`src/rtl/stream_cypher_pkg.sv`:
```
// Shared definitions for the stream cypher transmit and receive sides.
// Holds the LFSR taps, the default seed and sync values, and the receive FSM states.
// lfsr_step8 is the single source of the keystream advance, so both ends stay bit-identical.
package stream_cypher_pkg;

  localparam logic [15:0] LFSR_TAPS    = 16'hB400;
  localparam logic [15:0] DEFAULT_SEED = 16'hACE1;
  localparam logic [7:0]  DEFAULT_SYNC = 8'hA5;

  typedef enum logic [1:0] {
    HUNT = 2'd0,
    LEN  = 2'd1,
    PAY  = 2'd2,
    CHK  = 2'd3
  } rx_state_t;

  // Eight Galois shifts, unrolled into one combinational step.
  function automatic logic [15:0] lfsr_step8(input logic [15:0] s_in);
    logic [15:0] s;
    s = s_in;
    for (int i = 0; i < 8; i++) begin
      if (s[0]) s = (s >> 1) ^ LFSR_TAPS;
      else      s = s >> 1;
    end
    return s;
  endfunction

endpackage

```
`src/rtl/stream_decypher_rx_if.sv`:
```
// Byte-stream bundle for the decypher receiver: ciphertext in, plaintext out, frame status.
// slave  = the receiver (drives in_ready and all output-side signals).
// master = the environment (drives in_data/in_valid and out_ready).
interface stream_decypher_rx_if;
  logic [7:0] in_data;
  logic       in_valid;
  logic       in_ready;
  logic [7:0] out_data;
  logic       out_valid;
  logic       out_ready;
  logic       out_last;
  logic       frame_ok;
  logic       frame_err;
  logic [7:0] drop_cnt;

  modport slave (
    input  in_data, in_valid, out_ready,
    output in_ready, out_data, out_valid, out_last, frame_ok, frame_err, drop_cnt
  );

  modport master (
    output in_data, in_valid, out_ready,
    input  in_ready, out_data, out_valid, out_last, frame_ok, frame_err, drop_cnt
  );
endinterface

```
`src/rtl/stream_keystream.sv`:
```
// Keystream LFSR: reloads seed on load, advances 8 Galois steps per advance.
// Latency: new state visible the cycle after load/advance.
// Backpressure: none; the caller decides when to advance.
// Ports: clk, rst (sync, active-high), load, advance, state (16-bit LFSR value).
module stream_keystream
  import stream_cypher_pkg::*;
#(
  parameter logic [15:0] SEED = DEFAULT_SEED
) (
  input  logic        clk,
  input  logic        rst,
  input  logic        load,
  input  logic        advance,
  output logic [15:0] state
);

  always_ff @(posedge clk) begin
    if (rst || load) begin
      state <= SEED;
    end else if (advance) begin
      state <= lfsr_step8(state);
    end
  end

endmodule

```
`src/rtl/stream_decypher_rx.sv`:
```
// Frame receiver: hunts for SYNC, decrypts LEN/payload/CHK with the LFSR keystream, checks XOR sum.
// Latency: payload byte out 1 cycle after accept; frame_ok/frame_err pulse 1 cycle after CHK accept.
// Backpressure: in_ready follows the one-entry output register only during payload; else always 1.
// Ports: clk, rst (sync, active-high), bus (slave side of stream_decypher_rx_if).
module stream_decypher_rx
  import stream_cypher_pkg::*;
#(
  parameter logic [7:0]  SYNC = DEFAULT_SYNC,
  parameter logic [15:0] SEED = DEFAULT_SEED
) (
  input  logic                  clk,
  input  logic                  rst,
  stream_decypher_rx_if.slave   bus
);

  rx_state_t   state, state_nxt;
  logic [7:0]  cnt;
  logic [7:0]  chk;
  logic [7:0]  drop_cnt;
  logic [7:0]  out_data;
  logic        out_valid;
  logic        out_last;
  logic        frame_ok;
  logic        frame_err;

  logic [15:0] ks_state;
  logic [7:0]  ks_byte;
  logic [7:0]  unused_ks_hi;
  logic [7:0]  plain;
  logic        in_ready;
  logic        xfer;
  logic        is_sync;
  logic        ks_load;
  logic        ks_adv;
  logic        out_load;

  assign {unused_ks_hi, ks_byte} = ks_state;

  // Output slot is free if empty or being drained this same cycle.
  assign in_ready = (state == PAY) ? (!out_valid || bus.out_ready) : 1'b1;
  assign xfer     = bus.in_valid && in_ready;
  assign plain    = bus.in_data ^ ks_byte;
  assign is_sync  = (bus.in_data == SYNC);
  assign ks_load  = xfer && (state == HUNT) && is_sync;
  assign ks_adv   = xfer && (state != HUNT);
  assign out_load = xfer && (state == PAY);

  stream_keystream #(.SEED(SEED)) u_keystream (
    .clk     (clk),
    .rst     (rst),
    .load    (ks_load),
    .advance (ks_adv),
    .state   (ks_state)
  );

  always_comb begin
    state_nxt = state;
    case (state)
      HUNT: if (xfer && is_sync) state_nxt = LEN;
      LEN:  if (xfer) state_nxt = (plain != 8'd0) ? PAY : CHK;
      // cnt is never 0 here, so cnt==1 marks the final payload byte.
      PAY:  if (xfer && cnt == 8'd1) state_nxt = CHK;
      CHK:  if (xfer) state_nxt = HUNT;
      default: state_nxt = HUNT;
    endcase
  end

  always_ff @(posedge clk) begin
    if (rst) begin
      state <= HUNT;
    end else begin
      state <= state_nxt;
    end
  end

  always_ff @(posedge clk) begin
    if (rst) begin
      cnt       <= 8'd0;
      chk       <= 8'd0;
      drop_cnt  <= 8'd0;
      frame_ok  <= 1'b0;
      frame_err <= 1'b0;
    end else begin
      frame_ok  <= 1'b0;
      frame_err <= 1'b0;
      if (xfer) begin
        case (state)
          HUNT: if (!is_sync && drop_cnt != 8'hFF) drop_cnt <= drop_cnt + 8'd1;
          LEN: begin
            cnt <= plain;
            chk <= 8'd0;
          end
          PAY: begin
            cnt <= cnt - 8'd1;
            chk <= chk ^ plain;
          end
          CHK: begin
            frame_ok  <= (plain == chk);
            frame_err <= (plain != chk);
          end
          default: ;
        endcase
      end
    end
  end

  // One-entry output register; drains independently of the FSM state.
  always_ff @(posedge clk) begin
    if (rst) begin
      out_valid <= 1'b0;
      out_data  <= 8'd0;
      out_last  <= 1'b0;
    end else if (out_load) begin
      out_valid <= 1'b1;
      out_data  <= plain;
      out_last  <= (cnt == 8'd1);
    end else if (bus.out_ready) begin
      out_valid <= 1'b0;
    end
  end

  assign bus.in_ready  = in_ready;
  assign bus.out_data  = out_data;
  assign bus.out_valid = out_valid;
  assign bus.out_last  = out_last;
  assign bus.frame_ok  = frame_ok;
  assign bus.frame_err = frame_err;
  assign bus.drop_cnt  = drop_cnt;

endmodule

```
`src/flat_wrapper.sv`:
```
// flat-port wrapper written by rule: the top's interface ports become plain ports
module stream_decypher_rx_flat import stream_cypher_pkg::*;
#(
  parameter logic [7:0]  SYNC = DEFAULT_SYNC,
  parameter logic [15:0] SEED = DEFAULT_SEED
)
  (clk, rst, bus_in_data, bus_in_valid, bus_out_ready, bus_in_ready, bus_out_data, bus_out_valid, bus_out_last, bus_frame_ok, bus_frame_err, bus_drop_cnt);
  stream_decypher_rx_if bus_i ();
  input  logic clk;
  input  logic rst;
  input wire logic [$bits(bus_i.in_data)-1:0] bus_in_data;
  input wire logic [$bits(bus_i.in_valid)-1:0] bus_in_valid;
  input wire logic [$bits(bus_i.out_ready)-1:0] bus_out_ready;
  output wire logic [$bits(bus_i.in_ready)-1:0] bus_in_ready;
  output wire logic [$bits(bus_i.out_data)-1:0] bus_out_data;
  output wire logic [$bits(bus_i.out_valid)-1:0] bus_out_valid;
  output wire logic [$bits(bus_i.out_last)-1:0] bus_out_last;
  output wire logic [$bits(bus_i.frame_ok)-1:0] bus_frame_ok;
  output wire logic [$bits(bus_i.frame_err)-1:0] bus_frame_err;
  output wire logic [$bits(bus_i.drop_cnt)-1:0] bus_drop_cnt;
  assign bus_i.in_data = bus_in_data;
  assign bus_i.in_valid = bus_in_valid;
  assign bus_i.out_ready = bus_out_ready;
  assign bus_in_ready = bus_i.in_ready;
  assign bus_out_data = bus_i.out_data;
  assign bus_out_valid = bus_i.out_valid;
  assign bus_out_last = bus_i.out_last;
  assign bus_frame_ok = bus_i.frame_ok;
  assign bus_frame_err = bus_i.frame_err;
  assign bus_drop_cnt = bus_i.drop_cnt;
  stream_decypher_rx #(.SYNC(SYNC), .SEED(SEED)) u_core (.clk(clk), .rst(rst), .bus(bus_i));
endmodule
```
`config.mk`:
```
export PLATFORM = sky130hd
export DESIGN_NAME = stream_decypher_rx_flat
export DESIGN_NICKNAME = d
export VERILOG_FILES = /design/src/rtl/stream_cypher_pkg.sv /design/src/rtl/stream_decypher_rx_if.sv /design/src/rtl/stream_keystream.sv /design/src/rtl/stream_decypher_rx.sv /design/src/flat_wrapper.sv
export SDC_FILE = /design/constraint.sdc
export NUM_CORES = 1
export LEC_CHECK = 0
export ABC_AREA = 1
export CORE_MARGIN = 3
export CORE_UTILIZATION = 51
export DETAILED_ROUTE_END_ITERATION = 7
export PLACE_DENSITY = 0.78
export SLEW_MARGIN = 20
export SYNTH_ARGS = -nofsm -noshare
export SYNTH_HDL_FRONTEND = slang
export SYNTH_SLANG_ARGS = --single-unit
```
`constraint.sdc`:
```
create_clock -name clk -period 1.74 [get_ports clk]
set_clock_uncertainty 0.2 [all_clocks]
set_input_delay 0.348 -clock clk [delete_from_list [all_inputs] [get_ports clk]]
set_output_delay 0.348 -clock clk [all_outputs]
set_load 0.005 [all_outputs]
```
=== Word level (Yosys, flattened, before mapping) ===
Index checks and enable logic that the tools add are counted.

* Bits in registers: 54
* Input bits: 12
* Output and inout bits: 21
* Logic and storage cells: 90

* Add/subtract/negate cells: 2
* Equality and inequality tests: 12
* Muxes and demuxes: 33
* Bitwise operators: 12
* Reductions and logical operators: 21

{| class="wikitable"
|+ Operators by type and width
! kind !! count
|-
| $mux W16 || 22
|-
| $not A3 Y4 || 8
|-
| $pmux W8 S2 || 2
|-
| $xor A8 B8 Y8 || 2
|-
| $add A8 B1 Y8 const B || 1
|-
| $eq A8 B1 Y1 const B || 1
|-
| $eq A8 B8 Y1 || 1
|-
| $eq A8 B8 Y1 const B || 1
|-
| $logic_and A1 B1 Y1 || 8
|-
| $mux W2 || 4
|-
| $ne A8 B8 Y1 || 1
|-
| $ne A8 B8 Y1 const B || 1
|-
| $pmux W2 S4 || 1
|-
| $reduce_bool A8 Y1 || 1
|-
| $sub A8 B1 Y8 const B || 1
|-
| $reduce_bool A2 Y1 || 3
|-
| $eq A2 B2 Y1 const B || 2
|-
| $mux W1 || 4
|-
| $ne A2 B1 Y1 const B || 2
|-
| $ne A2 B2 Y1 const B || 2
|-
| $reduce_and A4 Y1 || 1
|-
| $reduce_and A3 Y1 || 1
|-
| $reduce_or A3 Y1 || 1
|-
| $eq A2 B1 Y1 const B || 1
|-
| 5 further kinds || 8
|}

=== Logic depth before layout (Yosys ltp) ===
* Depth in word-level cells: 34
* Gate-level depth with buffers: 11
* Depth with buffers taken out: 11

=== Cells and area by module ===
From an unflattened synthesis, not the netlist that was laid out.

* Cell total of the unflattened synthesis: 480
* Area total of the unflattened synthesis: 3034.2 sq um

{| class="wikitable"
|+ Modules (own cells, without submodules)
! module !! times used !! cells an instance !! area an instance (sq um) !! seq. area each (sq um)
|-
| stream_decypher_rx || 1 || 345 || 2184.6 || 760.7
|-
| stream_keystream || 1 || 135 || 849.6 || 320.3
|}

=== Worst setup path before layout ===
Ideal clock, no wire load.

* Path kind: flip-flop to flip-flop
* Start point: register u_core.state[0]
* End point: register u_core.drop_cnt[5], in the netlist u_core.bus.drop_cnt[5]
* Setup time: 132 ps
* Arrival: 1414 ps
* Required time: 1408 ps
* Path slack: -6 ps
* Cell stages (with the launch flop): 11
* Buffers on the path: 0
* Period minus slack after synthesis: 1746 ps
* Path through: dfxtp_1 > inv_1 > ha_1 > nand3_2 > nand2_4 > inv_2 > nand2_1 > nor2_4 > nand2_4 > nand2_1 > a21oi_1

* Longest elaborated chain between the ends: 4
* Elaborated cells between the ends (all ways): 5
* Classes of those cells: 1 x eq/ne; 1 x mux; 3 x reduce/logical

{| class="wikitable"
|+ RTL lines
! item !! RTL line !! source
|-
| start, declared || stream_decypher_rx.sv:16 || <nowiki>rx_state_t state, state_nxt;</nowiki>
|-
| start signal, assigned || stream_decypher_rx.sv:72 || <nowiki>state <= state_nxt;</nowiki>
|-
| $eq A2 B2 Y1 || stream_decypher_rx.sv:40 || <nowiki>assign in_ready = (state == PAY) ? (!out_valid || bus.out_ready) : 1'b1;</nowiki>
|-
| $mux W1 || stream_decypher_rx.sv:40 ||
|-
| via bus_in_ready || flat_wrapper.sv:14 || <nowiki>output wire logic [$bits(bus_i.in_ready)-1:0] bus_in_ready;</nowiki>
|-
| $logic_and A1 B1 Y1 || stream_decypher_rx.sv:41 || <nowiki>assign xfer = bus.in_valid && in_ready;</nowiki>
|-
| $reduce_and A3 Y1 (no source line) || -- ||
|-
| end signal, assigned || stream_decypher_rx.sv:88 || <nowiki>HUNT: if (!is_sync && drop_cnt != 8'hFF) drop_cnt <= drop_cnt + 8'd1;</nowiki>
|-
| end, declared || stream_decypher_rx.sv:19 || <nowiki>logic [7:0] drop_cnt;</nowiki>
|}

The timed path passes the listed nets, and every way through them passes these cells.
A chain may end at the register's enable or synchronous reset.

=== Worst setup path in the final report ===
* Start point: register u_core.state[0]
* End point: register u_core.u_keystream.state[12]

* Longest elaborated chain between the ends: 6
* Elaborated cells between the ends (all ways): 9
* Classes of those cells: 1 x eq/ne; 1 x mux; 7 x reduce/logical

{| class="wikitable"
|+ RTL lines
! item !! RTL line !! source
|-
| $eq A2 B2 Y1 || stream_decypher_rx.sv:40 ||
|-
| $mux W1 || stream_decypher_rx.sv:40 ||
|-
| $logic_and A1 B1 Y1 || stream_decypher_rx.sv:41 ||
|-
| $logic_and A1 B1 Y1 (2 in series) || stream_decypher_rx.sv:44 || <nowiki>assign ks_load = xfer && (state == HUNT) && is_sync;</nowiki>
|-
| $logic_or A1 B1 Y1 || stream_keystream.sv:18 || <nowiki>if (rst || load) begin</nowiki>
|-
| end signal, assigned || stream_keystream.sv:21 || <nowiki>state <= lfsr_step8(state);</nowiki>
|-
| end, declared || stream_keystream.sv:14 || <nowiki>output logic [15:0] state</nowiki>
|}

Parallel ways exist; a longest one is shown, timed or not.

==> metrics.txt <==
status=finished, violations left; failing checks=negative setup slack; post-synth top area share=37.37%; Overall Power=5.062 mW; crit start category=flip-flop; total grt overflow=0; WHS Path Cells=2; FF+latch count, synth=54; multi-input logic area=1782 µm²; drt first-iter violations=274; CTS tree=yes; CTS sink cnt=54; Critical Path RT=1750 ps; GP Congestion=0.8454; Worst Setup Slack, final=-1.232 ps; largest net degree at the start of global routing=19; worst skew pair latency=320 ps; die height=81.32 µm; chip width=81.32 µm; H-Tree Level Count=2; sequential share of the synthesized area=37.37%; Ports=33; CP Class=flip-flop to flip-flop; clk root buf=clkbuf_8; number of enable flip-flop cells after synthesis=0; Vias/cell=5.231; Non-Filler Instances=567; Register Area=1109 µm²; ANT nets after route=0; Die Footprint=6612 µm²; nets=516; Post-synth top cells=nand2_1, dfxtp_1, nor2_1; DR WL/cell=14.58 µm; Main synth FF type=dfxtp_1; cell row count=26; TNS Setup=-1.232 ps; endpoints failing setup=1; HP Class=flip-flop to flip-flop; Synthesized Nets=437; flop2flop setup slack=-1 ps; initial antenna violation count=0; count leader, synth=nand2_1; Initial DRT Pass Iterations=5; Starting Density=54.55%; CTS Hold Bufs=0; DRC errors left=0; Peak VDD IR=0.6341 mV; fmax=574.3 MHz; R2R depth=11; asr flop ratio synth=0%; number of port buffers=32; Max clock buf depth=2; minimum clock period=1741 ps; Final Hold Viols=0; synth unique cells=27; top post-synthesis cells by area=dfxtp_1, nand2_1, a21oi_1, nor2_1, xor2_1; RSZ-0062 raised after global routing=yes; CTS clk-pin slew, worst paths=100 ps; Layout area overhead=41.18%; pwr dens=1240 nW/µm²; layout cells sized above 1=25.75%; CTS buffer count=5; Gate Count Post-Synth=417; global-route wire length before repair=12.51 mm; Avg Inst Size Synth=6.937 µm²; largest fanout on the critical path=8; vias in the first global route=2827; CORE AREA=5303 µm²; final max-slew violation count=0; via count=2966; Setup Slack @ Placement=-312.4 ps; post-synth top area cell=dfxtp_1; Pleak=2.031 nW; Total GRT Usage=24.31%; Post-Route WL=8.266 mm; Worst setup EP type=flip-flop; period utilisation layout=100.1%; CP Data Arrival Time=1750 ps; Antenna Cells=0; number of max-cap violations=0; Worst Tran Pin Value=320.9 ps; placed instance count=545; cell area after synthesis=2893 µm²; fillcell total=366; Slew HR=78.46%; Yosys warning count=0; HPWL Detailed=5.144 mm
[worst paths after layout]
check                               from                      endpoint
max reg2reg              u_core.state[0]  u_core.u_keystream.state[12]
max                      u_core.state[0]  u_core.u_keystream.state[12]
min reg2reg  u_core.u_keystream.state[9]   u_core.u_keystream.state[1]
min          u_core.u_keystream.state[9]   u_core.u_keystream.state[1]
[cell usage in the layout, fill, tap and decap left out, types with 3 or more instances in the layout]
cell type and count:
dfxtp_2 13, nand2_2 7, o21ai_0 16, o211ai_1 6, buf_12 5, a21oi_2 4
dfxtp_4 3, clkdlybuf4s50_1 12, inv_1 28, clkbuf_8 5, ha_4 3, nor2_2 9
xor2_1 15, nor3_1 4, nand2_4 3, nor2_4 5, nand3_1 15, dfxtp_1 38
a21oi_1 36, o21ai_1 5, ha_1 3, buf_4 44, nand2_1 118, dlymetal6s2s_1 17
nor2_1 39, inv_4 3, inv_2 3, xnor2_1 13
[kinds of logic (layout without fill, tap and decap cells)]
family / after synthesis / after routing / share of synthesized area [%]
AND/OR/NAND/NOR: 205 / 205 / 29.58
AO/OA/AOI/OAI: 70 / 70 / 13.06
flip-flops: 54 / 54 / 37.37
buffers and inverters: 49 / 129 / 6.877
XOR/XNOR: 31 / 31 / 9.645
adder cells (fa/ha/maj): 8 / 8 / 3.460
[layout make-up]
type                    instances  area share [%]
inverters                      36           3.676
repair buffers                 84           20.40
clock inverters                 3           1.164
repair inverters                1          0.1532
clock buffers                   5           1.685
well taps                      70           2.145
multi-input cells             314           43.63
flip-flops and latches         54           27.14
[power breakdown]
part	total [mW]	internal (mW)	leakage, nW	switching [mW]
clock	0.888	0.437	0.0587	0.451
combinational	2.43	1.10	1.52	1.33
sequential	1.74	1.50	0.448	0.245
[critical path, cell delays in order (launching register included)]
cell	delay [ps]
dfxtp_2	370
inv_4	50
ha_4	170
nand3_4	110
nand2_8	80
buf_12	130
nor2_4	90
buf_12	140
buf_12	120
nand2_1	50
o21ai_1	70
nor2_1	50
[layer usage]
layer	global-route usage, %	part of all wire (%)	up-vias
met1	31.13	42	1380
li1	-	-	1482
met2	40.96	51	87
met5	0	0	-
met3	4.324	4.5	17
met4	8.277	1.9	0
[timing repair]
action                                  4_1_cts  5_1_grt
cloned                                        0        2
gates resized for setup                      19       74
buffers inserted                             10        2
pin swaps                                     1       19
endpoints found under the setup margin       23       66
[through the flow]
stage                     hold WS (ps)  area [µm²]  util, %
after floorplan                  243.1        2895        -
after global placement           252.9        3582    67.56
after detailed placement         253.8        3582    67.56
after CTS                        270.7        3794    71.54
after global routing             305.5        4084    77.02
final                            271.1        4084    77.02
[state kept, by name, summed over array words and instances, names as in the netlist]
register / flops
u_core.bus.frame_err: 1
u_core.bus.drop_cnt: 8
u_core.bus.out_last: 1
u_core.cnt: 8
u_core.bus.out_data: 8
u_core.u_keystream.state: 16
u_core.bus.out_valid: 1
u_core.chk: 8
u_core.bus.frame_ok: 1
u_core.state: 2
Power figures use the tool's default switching activity.
==> RTL change 1: new RTL, config.mk and constraints unchanged <==
Reset style: asynchronous (`rst`), changed in 3 clocked blocks.
--- a/src/rtl/stream_decypher_rx.sv
+++ b/src/rtl/stream_decypher_rx.sv
@@ -65,7 +65,7 @@
     endcase
   end
 
-  always_ff @(posedge clk) begin
+  always_ff @(posedge clk or posedge rst) begin
     if (rst) begin
       state <= HUNT;
     end else begin
@@ -73,7 +73,7 @@
     end
   end
 
-  always_ff @(posedge clk) begin
+  always_ff @(posedge clk or posedge rst) begin
     if (rst) begin
       cnt       <= 8'd0;
       chk       <= 8'd0;
@@ -105,7 +105,7 @@
   end
 
   // One-entry output register; drains independently of the FSM state.
-  always_ff @(posedge clk) begin
+  always_ff @(posedge clk or posedge rst) begin
     if (rst) begin
       out_valid <= 1'b0;
       out_data  <= 8'd0;
Behaviour: differs if rst is asserted again (counterexample within 4 cycles, from zero or initial values and one cycle with rst high); with rst held inactive, the same outputs for 4 cycles.
==> RTL change 1 against the unedited design <==
The flow still finishes with violations (setup timing); utilization decreased by 0.20 points; via count increased by 0.98%; worst setup slack got worse by 0.049 ns; count of clock-buffer cells in the layout increased by 2; routed wire length decreased by 0.11%; synthesized area increased by 4.2%; largest cell class unchanged; sequential cell count unchanged; total power increased by 40%; combinational power increased by 74%; design area increased by 5.5%.
==> RTL change 1: results (changes against the unedited design) <==
[outcome]
run_status = finished with violations
failed_checks = setup timing

[global_routing]
grt_pass1_wl_um = 12700  ; +1.4%
grt_antenna_before_repair = 0  ; unchanged
grt_pass1_vias = 2846  ; +0.67%
globalRouteTotalUtil_pct = 22.2  ; -2.2 points
grt_max_degree = 39  ; +20

[hold_path]
holdPathEnd = u_core.u_keystream.state[2]$_SDFFE_PP0P_
hp-class = register to register
worstHoldStart = u_core.u_keystream.state[10]$_SDFFE_PP1P_

[critical_path]
r2r_start = u_core.state[1]$_DFFE_PP0P_
r2r_cells = 8  ; -3
reg2reg_to = u_core.bus.drop_cnt[0]$_DFFE_PP0P_
slowest_stage = dfrtp_2
cp_max_fo = 5  ; -3
crit_arrival_ns = 1.79  ; +0.04 ns
crit_path_start_kind = register
critPathCaptureType = register
crit_family = flip-flops
max_stage_delay_ns = 0.46  ; +0.09 ns

[cells_and_area]
fill_cells = 375  ; +2.5%
drive_above_1_share_pct = 32.0  ; +6.3 points
regMostFlops = u_core.u_keystream.state
nets = 505  ; -2.1%

[clocking]
cts_buffer_depth = 2  ; unchanged
htreeDepth = 2  ; unchanged
clk_pin_slew_ns = 0.10  ; about the same
cts_made_buffers = 5  ; unchanged

[timing]
max_slew.worst_pin.slew_ns = 0.498  ; +0.177 ns
hold_viol_final = 0  ; unchanged
holdWs_ns = 0.271  ; -0.000345 ns
setup_violations = 14  ; +13
setup_ws_ns = -0.0505  ; -0.0493 ns

[place]
gp_congestion = 0.889  ; +5.2%
dpl.hpwl_um = 5280  ; +2.7%

[logic_synthesis]
yosysWarnings = 0  ; unchanged
synth.area.top_cells = dfrtp_1 32%, nand2_1 15%, dfxtp_1 11%
synth_cell_types = 34  ; +26%
ys_seq_area_share_pct = 42.2  ; +4.8 points
synthesis.nets = 414  ; -5.3%
ys_top_cells_by_count = 118 x nand2_1, 38 x dfrtp_1, 37 x inv_1
async_reset_ff_share_pct = 70.4  ; +70 points

[detailed_routing]
finalWirelength_um = 8260  ; -0.11%
num_vias = 2995  ; +0.98%
wl_met3_um = 426  ; +16%
met1Wirelength_um = 3450  ; -1.5%
route.met2.wl_um = 4190  ; -1.1%
drt_iter0_markers = 199  ; -27%

[power]
p_leak_uw = 0.00222  ; +9.2%
ir_worst_vdd_v = 0.000745  ; +18%

[RTL change 1: cell count changes after synthesis, moves of 8 or more]
cell | before | now
a21oi_1 | 40 | 10
dfrtp_1 | 0 | 38
dfxtp_1 | 54 | 16
inv_2 | 5 | 13
nand2_2 | 2 | 11
nor2_1 | 45 | 25
[RTL change 1: power by group]
part	total [µW]	switching (µW)	internal, µW
Clock	729	407	322
Sequential	2100	378	1730
Combinational	4240	2220	2020
[RTL change 1: cell families after synthesis]
group,count (synthesis),share of synthesized area [%]
AOI/OAI and AO/OA,60,11.0
buffers and inverters,62,9.51
adders and majority gates,7,2.91
DFF,54,42.2
xor gates and xnor gates,25,7.51
and+or+nand+nor,187,26.9
[RTL change 1: layout make-up]
class                      count  area, µm²  share of cell area, %
inverter                      50        210                   4.88
sequential                    54       1270                   29.6
clock buffer                   7       86.3                   2.00
multi-input combinational    279       1720                   40.0
timing repair buffer          95        911                   21.1
tap                           72       90.1                   2.09
timing repair inverter         1       7.51                  0.174
clock inverter                 1       5.00                  0.116
[RTL change 1: layer usage]
metal	vias to the layer above	track usage, %
met5	-	0
met4	0	7.58
met3	21	3.97
met2	100	38.6
met1	1443	27.5
li1	1431	-
[RTL change 1: repair_timing]
item	4_1_cts	5_1_grt
endpoints found under the setup margin	26	68
gates resized for setup	22	86
pin swaps	2	20
gates cloned	1	1
buffers inserted	14	8
[RTL change 1: stage by stage]
stage | cell area (µm²) | util, % | TNS (ns) | setup WS [ns] | instances
detailed placement | 3680 | 65.6 | -8.47 | -0.259 | 528
global placement | 3680 | 65.6 | -6.53 | -0.244 | 528
CTS | 3950 | 70.4 | -0.0318 | -0.0200 | 550
global route | 4310 | 76.8 | -2.11 | -0.129 | 559
finish | 4310 | 76.8 | -0.282 | -0.0505 | 559
floorplan | 3020 | - | 0 | 0.0231 | 395
==> RTL change 2: new RTL, same flow settings <==
Made on the original files. Encoding of `rx_state_t`: now one-hot (4 bits for 4 states).
--- a/src/rtl/stream_cypher_pkg.sv
+++ b/src/rtl/stream_cypher_pkg.sv
@@ -7,11 +7,11 @@
   localparam logic [15:0] DEFAULT_SEED = 16'hACE1;
   localparam logic [7:0]  DEFAULT_SYNC = 8'hA5;
 
-  typedef enum logic [1:0] {
-    HUNT = 2'd0,
-    LEN  = 2'd1,
-    PAY  = 2'd2,
-    CHK  = 2'd3
+  typedef enum logic [3:0] {
+    HUNT = 4'b0001,
+    LEN  = 4'b0010,
+    PAY  = 4'b0100,
+    CHK  = 4'b1000
   } rx_state_t;
 
   // Eight Galois shifts, unrolled into one combinational step.
Behaviour: same outputs for any inputs over 4 cycles, from zero or initial values and one cycle with rst high; so few cycles prove little.
==> RTL change 2 against the unedited design <==
Non-clock buffer count up 3; die area up 6.8%; sequential cell count up 2; design area up 2.5%; synthesized cell count up 3.1%; routed wire length down 4.3%; final cell count up 2.6%; critical path type is now register to primary output; worst setup slack better by 0.039 ns; highest routed layer unchanged; largest power group unchanged; synthesized area up 7.4%; total power up 5.2%.
==> RTL change 2: results (changes against the unedited design) <==
[power]
pwr-share-comb_pct = 49.3  ; +1.3 points
p_leak_uw = 0.00192  ; -5.6%
ir_worst_vdd_v = 0.000885  ; +40%
p_int_uw = 3230  ; +6.2%

[logic_synthesis]
ys_top_cells_by_count = 118 x nand2_1, 56 x dfxtp_1, 45 x nor2_1
syn_avg_cell_area_um2 = 7.22  ; +4.1%
synth_cell_types = 36  ; +33%
ys_seq_area_share_pct = 36.1  ; -1.3 points

[critical_path]
slowest_stage = clkdlybuf4s50_1
max_stage_delay_ns = 0.50  ; +0.13 ns
reg2reg_to = u_core.chk[1]$_SDFFE_PP0P_
rrSetupSlack_ns = 0.07  ; +0.07 ns

[cells_and_area]
nets = 525  ; +1.7%
fill_cells = 422  ; +15%
multi_input_area_um2 = 1790  ; +0.63%

[place]
gp_congestion = 0.870  ; +2.9%
placed_area_um2 = 3820  ; +6.8%
dpl.hpwl_um = 5550  ; +8.0%
dp_cells = 566  ; +3.9%

[detailed_routing]
via_per_inst = 5.24  ; +0.12%

[clocking]
post_cts_buffers = 6  ; -4

[hold_path]
worstHoldStart = u_core.u_keystream.state[8]$_SDFFE_PP0P_
holdPathEnd = u_core.u_keystream.state[8]$_SDFFE_PP0P_

[global_routing]
grt_pass1_vias = 3042  ; +7.6%
grt_pass1_wl_um = 13300  ; +6.0%
grt_max_degree = 21  ; +2

[outcome]
run_status = completed

[timing]
holdWs_ns = 0.259  ; -0.0117 ns

==> RTL change 2: how the worst max path moves through the flow <==
stage / startpoint / end / slack (ns) / depth (start not counted)
2_1_floorplan: u_core.bus.drop_cnt[0]$_SDFFE_PP0P_ / u_core.bus.drop_cnt[5]$_SDFFE_PP0P_ / 0.16 / 9
3_3_place_gp: bus_out_ready / bus_in_ready / -0.33 / 4
3_5_place_dp: bus_out_ready / u_core.u_keystream.state[5]$_SDFFE_PP1P_ / -0.39 / 9
4_1_cts: bus_out_ready / bus_in_ready / -0.03 / 4
5_1_grt: u_core.state[3]$_SDFFE_PP0P_ / u_core.cnt[6]$_SDFFE_PP0P_ / -0.03 / 9
6_report: u_core.bus.out_data[1]$_SDFFE_PP0P_ / bus_out_data[1] / 0.04 / 1
==> RTL change 2: area by class of cell <==
type                       count  share of cell area, %
clock buffer                   5                   1.64
inverter                      48                   4.96
clock inverter                 2                   1.44
tap                           72                   2.15
multi-input combinational    312                   42.9
sequential                    56                   27.4
timing repair buffer          87                   19.6
==> RTL change 2: routing by layer <==
metal / up-vias / share of wire (%) / wire length, µm / global-route usage, %
li1: 1518 / - / - / -
met1: 1427 / 44 / 3480 / 26.9
met2: 91 / 51 / 4010 / 39.9
met3: 12 / 4.1 / 328 / 4.24
met4: 0 / 1.2 / 94 / 7.46
met5: - / 0 / 0 / 0
==> RTL change 2: cell families (layout without fill, tap and decap cells) <==
group	count (synthesis)	in the layout	share of synthesized area, %
flip-flops	56	56	36.1
AND/OR/NAND/NOR	201	201	29.6
buffers and inverters	62	142	10.1
XOR/XNOR	28	28	7.90
AO/OA/AOI/OAI	80	80	15.1
adder cells (fa/ha/maj)	3	3	1.21
